$ cat src/rtl/envelope_follower.sv
// Purpose : per-channel peak envelope follower (rectify + asymmetric one-pole smoothing) over N_FILTERS lanes.
// Latency : one pass takes 2*N_FILTERS+2 edges, counting the accepting edge as the first; valid_out comes on the last.
// Backpr. : none; valid_in is accepted only in IDLE, and strobes during a pass are dropped.
//
// Build option: define ENV_ACTIVE_MASK_EN to add the active_mask output.
//
// Ports:
//   clk_in            rising-edge clock
//   rst_in            asynchronous active-high reset
//   valid_in          one-cycle strobe, filtered_channels holds a new sample set
//   attack_shift      smoothing shift used while rectified input exceeds the envelope
//   release_shift     smoothing shift used otherwise
//   filtered_channels lane i in bits [32*i+31:32*i], two's complement
//   envelope_channels published (gated) envelopes, same lane packing
//   valid_out         one-cycle pulse, envelope_channels just updated
//   busy              high whenever a pass is in progress
//   active_mask       (ENV_ACTIVE_MASK_EN only) per-lane envelope-above-floor flags

package envelope_follower_pkg;
    localparam int N_FILTERS = 4;
endpackage

module envelope_follower
    import envelope_follower_pkg::*;
#(
    parameter logic signed [31:0] GATE_FLOOR = 32'sd0
) (
    input  logic                      clk_in,
    input  logic                      rst_in,
    input  logic                      valid_in,
    input  logic [4:0]                attack_shift,
    input  logic [4:0]                release_shift,
    input  logic [32*N_FILTERS-1:0]   filtered_channels,
    output logic [32*N_FILTERS-1:0]   envelope_channels,
    output logic                      valid_out,
    output logic                      busy
`ifdef ENV_ACTIVE_MASK_EN
    ,
    output logic [N_FILTERS-1:0]      active_mask
`endif
);

    localparam int IDX_W = (N_FILTERS > 1) ? $clog2(N_FILTERS) : 1;

    typedef enum logic [1:0] {
        IDLE    = 2'd0,
        RECTIFY = 2'd1,
        UPDATE  = 2'd2,
        PUBLISH = 2'd3
    } state_t;

    state_t                   state_q, state_d;
    logic [IDX_W-1:0]         idx_q, idx_d;
    logic signed [31:0]       snap_q    [N_FILTERS];
    logic signed [31:0]       snap_d    [N_FILTERS];
    logic signed [31:0]       env_q     [N_FILTERS];
    logic signed [31:0]       env_d     [N_FILTERS];
    logic signed [31:0]       env_out_q [N_FILTERS];
    logic signed [31:0]       env_out_d [N_FILTERS];
    logic [4:0]               atk_q, atk_d;
    logic [4:0]               rel_q, rel_d;
    logic signed [31:0]       rect_q, rect_d;
    logic                     valid_q, valid_d;
`ifdef ENV_ACTIVE_MASK_EN
    logic [N_FILTERS-1:0]     mask_q, mask_d;
`endif

    // datapath for the lane currently selected by idx_q
    logic signed [31:0]       cur_snap;
    logic signed [31:0]       cur_env;
    logic signed [31:0]       rect_abs;
    logic [4:0]               shift_sel;
    logic signed [32:0]       diff;
    logic signed [32:0]       step;
    logic [31:0]              env_next;

    always_comb begin
        cur_snap = snap_q[idx_q];
        cur_env  = env_q[idx_q];

        // |x| of the most negative value does not fit; clamp it to the largest positive
        if (cur_snap == 32'sh8000_0000) begin
            rect_abs = 32'sh7fff_ffff;
        end else if (cur_snap < 0) begin
            rect_abs = -cur_snap;
        end else begin
            rect_abs = cur_snap;
        end

        shift_sel = (rect_q > cur_env) ? atk_q : rel_q;

        // Both operands are non-negative, so the 33-bit difference cannot overflow.
        // Arithmetic shift floors toward -inf, so a falling envelope lands on rect
        // at worst and never below it; a rising one never passes rect.
        diff     = {rect_q[31], rect_q} - {cur_env[31], cur_env};
        step     = diff >>> shift_sel;
        env_next = cur_env + step[31:0];
    end

    always_comb begin
        state_d   = state_q;
        idx_d     = idx_q;
        snap_d    = snap_q;
        env_d     = env_q;
        env_out_d = env_out_q;
        atk_d     = atk_q;
        rel_d     = rel_q;
        rect_d    = rect_q;
        valid_d   = 1'b0;
`ifdef ENV_ACTIVE_MASK_EN
        mask_d    = mask_q;
`endif

        case (state_q)
            IDLE: begin
                if (valid_in) begin
                    for (int i = 0; i < N_FILTERS; i++) begin
                        snap_d[i] = filtered_channels[32*i +: 32];
                    end
                    atk_d   = attack_shift;
                    rel_d   = release_shift;
                    idx_d   = '0;
                    state_d = RECTIFY;
                end
            end
            RECTIFY: begin
                rect_d  = rect_abs;
                state_d = UPDATE;
            end
            UPDATE: begin
                env_d[idx_q] = env_next;
                if (idx_q == IDX_W'(N_FILTERS - 1)) begin
                    state_d = PUBLISH;
                end else begin
                    idx_d   = idx_q + 1'b1;
                    state_d = RECTIFY;
                end
            end
            PUBLISH: begin
                // gate only what leaves the block; env itself keeps tracking below the floor
                for (int i = 0; i < N_FILTERS; i++) begin
                    env_out_d[i] = (env_q[i] > GATE_FLOOR) ? env_q[i] : 32'sd0;
`ifdef ENV_ACTIVE_MASK_EN
                    mask_d[i]    = (env_q[i] > GATE_FLOOR);
`endif
                end
                valid_d = 1'b1;
                state_d = IDLE;
            end
            default: begin
                state_d = IDLE;
            end
        endcase
    end

    always_ff @(posedge clk_in or posedge rst_in) begin
        if (rst_in) begin
            state_q <= IDLE;
            idx_q   <= '0;
            atk_q   <= '0;
            rel_q   <= '0;
            rect_q  <= '0;
            valid_q <= 1'b0;
            for (int i = 0; i < N_FILTERS; i++) begin
                snap_q[i]    <= '0;
                env_q[i]     <= '0;
                env_out_q[i] <= '0;
            end
`ifdef ENV_ACTIVE_MASK_EN
            mask_q  <= '0;
`endif
        end else begin
            state_q <= state_d;
            idx_q   <= idx_d;
            atk_q   <= atk_d;
            rel_q   <= rel_d;
            rect_q  <= rect_d;
            valid_q <= valid_d;
            for (int i = 0; i < N_FILTERS; i++) begin
                snap_q[i]    <= snap_d[i];
                env_q[i]     <= env_d[i];
                env_out_q[i] <= env_out_d[i];
            end
`ifdef ENV_ACTIVE_MASK_EN
            mask_q  <= mask_d;
`endif
        end
    end

    always_comb begin
        envelope_channels = '0;
        for (int i = 0; i < N_FILTERS; i++) begin
            envelope_channels[32*i +: 32] = env_out_q[i];
        end
    end

    assign valid_out = valid_q;
    assign busy      = (state_q != IDLE);
`ifdef ENV_ACTIVE_MASK_EN
    assign active_mask = mask_q;
`endif

endmodule

$ cat config.mk
export PLATFORM = sky130hd
export DESIGN_NAME = envelope_follower
export DESIGN_NICKNAME = d
export VERILOG_FILES = /design/src/rtl/envelope_follower.sv
export SDC_FILE = /design/constraint.sdc
export NUM_CORES = 1
export LEC_CHECK = 0
export ABC_AREA = 1
export BUFFER_PORTS_ARGS = -buffer_cell sky130_fd_sc_hd__buf_2
export CORE_ASPECT_RATIO = 0.7
export CORE_UTILIZATION = 40
export CTS_CLUSTER_DIAMETER = 50
export DETAILED_ROUTE_END_ITERATION = 12
export HOLD_SLACK_MARGIN = 0.15
export MAX_ROUTING_LAYER = met4
export PLACE_DENSITY_LB_ADDON = 0.05
export SLEW_MARGIN = 30
export SYNTH_ARGS = -nofsm -noshare
export SYNTH_HDL_FRONTEND = slang
export SYNTH_SLANG_ARGS = --single-unit
$ cat constraint.sdc
create_clock -name clk_in -period 19.4 [get_ports clk_in]
set_clock_uncertainty 0.1 [all_clocks]
set_input_delay 1.94 -clock clk_in [delete_from_list [all_inputs] [get_ports clk_in]]
set_output_delay 1.94 -clock clk_in [all_outputs]
set_load 0.005 [all_outputs]
==> run metrics <==
GRT Residual Overflow=0; hold path depth=2; Worst-path clk slew=0.06 ns; slowest stage delay, CP=0.77 ns; post-synthesis register bit count=431; cell family with most CP delay=simple AND/OR/NAND/NOR gates; gpl congestion=0.964; slowest stage cell, crit path=buf_4; Hold Crit Class=reg2reg; f_max=0.101 GHz; max_slew headroom=36.7%; CTS tree=done; Synth Instances=3025; Die ar.=0.0616 mm^2; uppermost layer routed=met4; core outline area=0.0600 mm^2; total negative slack=0 ns; Final setup viols=0; Total GRT Usage=27.5%; Die Wd=296 um; RSZ-0062 raised after global routing=false; Die Height=208 um; Netlist cell types=57; Num CTS Buffers=48; H-tree depth=2; layout cells sized above 1=17.5%; DR vias/cell=5.40; WL/cell=20.3 um; CP arrival=10.25 ns; final hold vios=0; HPWL after detailed placement=62100 um; asr flop ratio synth=100%; initial antenna violation count=0; reg2reg path depth=42; post-synthesis sequential area ratio=44.5%; Worst Tran Pin Value=0.950 ns; drc violations=0; number of port buffers=270; syn nets=3237; first-pass GRT wire length=127000 um; # diodes=0; Initial Util=40.5%; crit path launch type=register; Main synth FF type=dfrtp_1; largest net degree at the start of global routing=170; Post-CTS Hold Fix Bufs=0; IO Pins=271; number of synthesized flops with an enable pin=0; Cell Area, Synth=0.0243 mm^2; Crit. End Element=register; CP bufs+invs=5; DRT iter0 DRCs=1856; Post-CTS Setup Inserts=0; wire length on met2=33500 um; Rows=75; max-cap violations=0; worst path required time=19.74 ns; FILL cells=6021; Clock Latency Late Sink=0.59 ns; Max clock buf depth=3; synthesized area per cell=8.02 um^2; Area Growth Syn to Fin=15.5%; Max FO, Critical Path=65; post-CTS sizing=0; vias in the first global route=21100; CTS Sinks=431; DR pass1 iterations=8; status=finished clean; Vias=21900; Layout Nets=3426; YS warnings=0; CP Depth=42; Routed Antenna Nets=0; final wirelength=82300 um; wire length on met1=42700 um; Tmin final=9.91 ns; clock root buffer=clkbuf_16; CP dominant cell by count=nand2_1; critical path type=reg2reg; footprint of the multi-input gates=0.0122 mm^2; WL met3=4810 um; Final Cycle Share=51.1%; Max Slew Vio Count=0; Register Area=0.0108 mm^2
## layout make-up
cell class	count	area share, %
Inverter	205	2.82
Tap cell	808	3.61
Sequential cell	431	38.5
Timing Repair Buffer	297	5.83
Multi-Input combinational cell	2231	43.5
Clock inverter	19	0.804
Clock buffer	65	4.95
## placed cells by master, fill, tap and decap left out, drive strengths merged, types with 65 or more instances in the layout
cell,netlist,final
nand2,949,949
dfrtp,431,431
buf,67,297
nand3,273,273
o21ai,207,207
inv,204,206
a21oi,177,177
nor2,155,155
mux2,130,130
ha,69,69
clkbuf,91,65
## logic make-up after synthesis
group / after synthesis / share of synthesized area [%]
buffers and inverters: 363 / 5.88
flip-flops: 431 / 44.5
AND/OR/NAND/NOR: 1447 / 24.8
AO/OA/AOI/OAI: 501 / 12.1
adder cells (fa/ha/maj): 71 / 3.72
multiplexers: 132 / 6.12
XOR/XNOR: 80 / 2.89
## state kept, by name (all words and copies together) (netlist names)
name	cells
atk_q	5
state_q	2
snap_q	128
envelope_channels	128
idx_q	2
valid_out	1
rel_q	5
rect_q	32
env_q	128
## layer usage
metal	track usage (%)	vias up
met4	5.31	0
met2	37.4	608
met1	42.9	10700
met3	3.92	93
li1	-	10500
met5	-	-
## final timing paths
kind	start	slack, ns	endpoint
max in group asynchronous	rst_in	15.79	env_q[121]
min in group asynchronous	rst_in	1.31	envelope_channels[127]
max reg2reg	idx_q[0]	9.49	env_q[121]
min	envelope_channels[9]	0.37	envelope_channels[9]
min reg2reg	envelope_channels[9]	0.37	envelope_channels[9]
max	idx_q[0]	9.49	env_q[121]
## Yosys cell counts, drive strengths merged (3+ instances only)
| library cell | count | share of area, % |
|---|---|---|
| nor3 | 11 | 0.23 |
| dfrtp | 431 | 44 |
| a32o | 26 | 1.1 |
| o22ai | 4 | 0.10 |
| inv | 204 | 3.2 |
| o22a | 10 | 0.36 |
| clkbuf | 91 | 1.4 |
| or2 | 9 | 0.23 |
| a31oi | 6 | 0.15 |
| a211oi | 3 | 0.093 |
| o21bai | 3 | 0.093 |
| a21oi | 177 | 3.7 |
| a21o | 9 | 0.28 |
| o211ai | 11 | 0.36 |
| buf | 67 | 1.3 |
| nor4 | 25 | 0.64 |
| a32oi | 32 | 1.2 |
| ha | 69 | 3.6 |
| nand3 | 273 | 5.7 |
| o21ai | 207 | 4.3 |
| nor2 | 155 | 2.5 |
| xnor2 | 35 | 1.3 |
| nand4 | 16 | 0.41 |
| mux2 | 130 | 6.0 |
| nand2 | 949 | 15 |
| nand3b | 4 | 0.12 |
| xor2 | 45 | 1.6 |
| a41oi | 3 | 0.11 |
## through the flow
stage | utilization, % | worst slack [ns] | instance area, um^2 | std cells | hold slack [ns]
after global routing | 46.7 | 8.69 | 28000 | 4056 | 0.391
final | 46.7 | 9.49 | 28000 | 4056 | 0.371
after CTS | 46.6 | 9.67 | 27900 | 4054 | 0.377
after floorplan | - | 5.36 | 24300 | 3025 | 0.358
after global placement | 43.8 | 9.87 | 26200 | 3967 | 0.357
after detailed placement | 43.9 | 9.68 | 26300 | 3970 | 0.360
## worst min-delay path: cells and delay by family, from the launching register on
kind,cells,cell delay [ns]
AND/OR/NAND/NOR,2,0.10
flip-flops,1,0.34
Power is not shown: default switching activity piles up to over one toggle a cycle in this logic, so the estimate is an artifact.
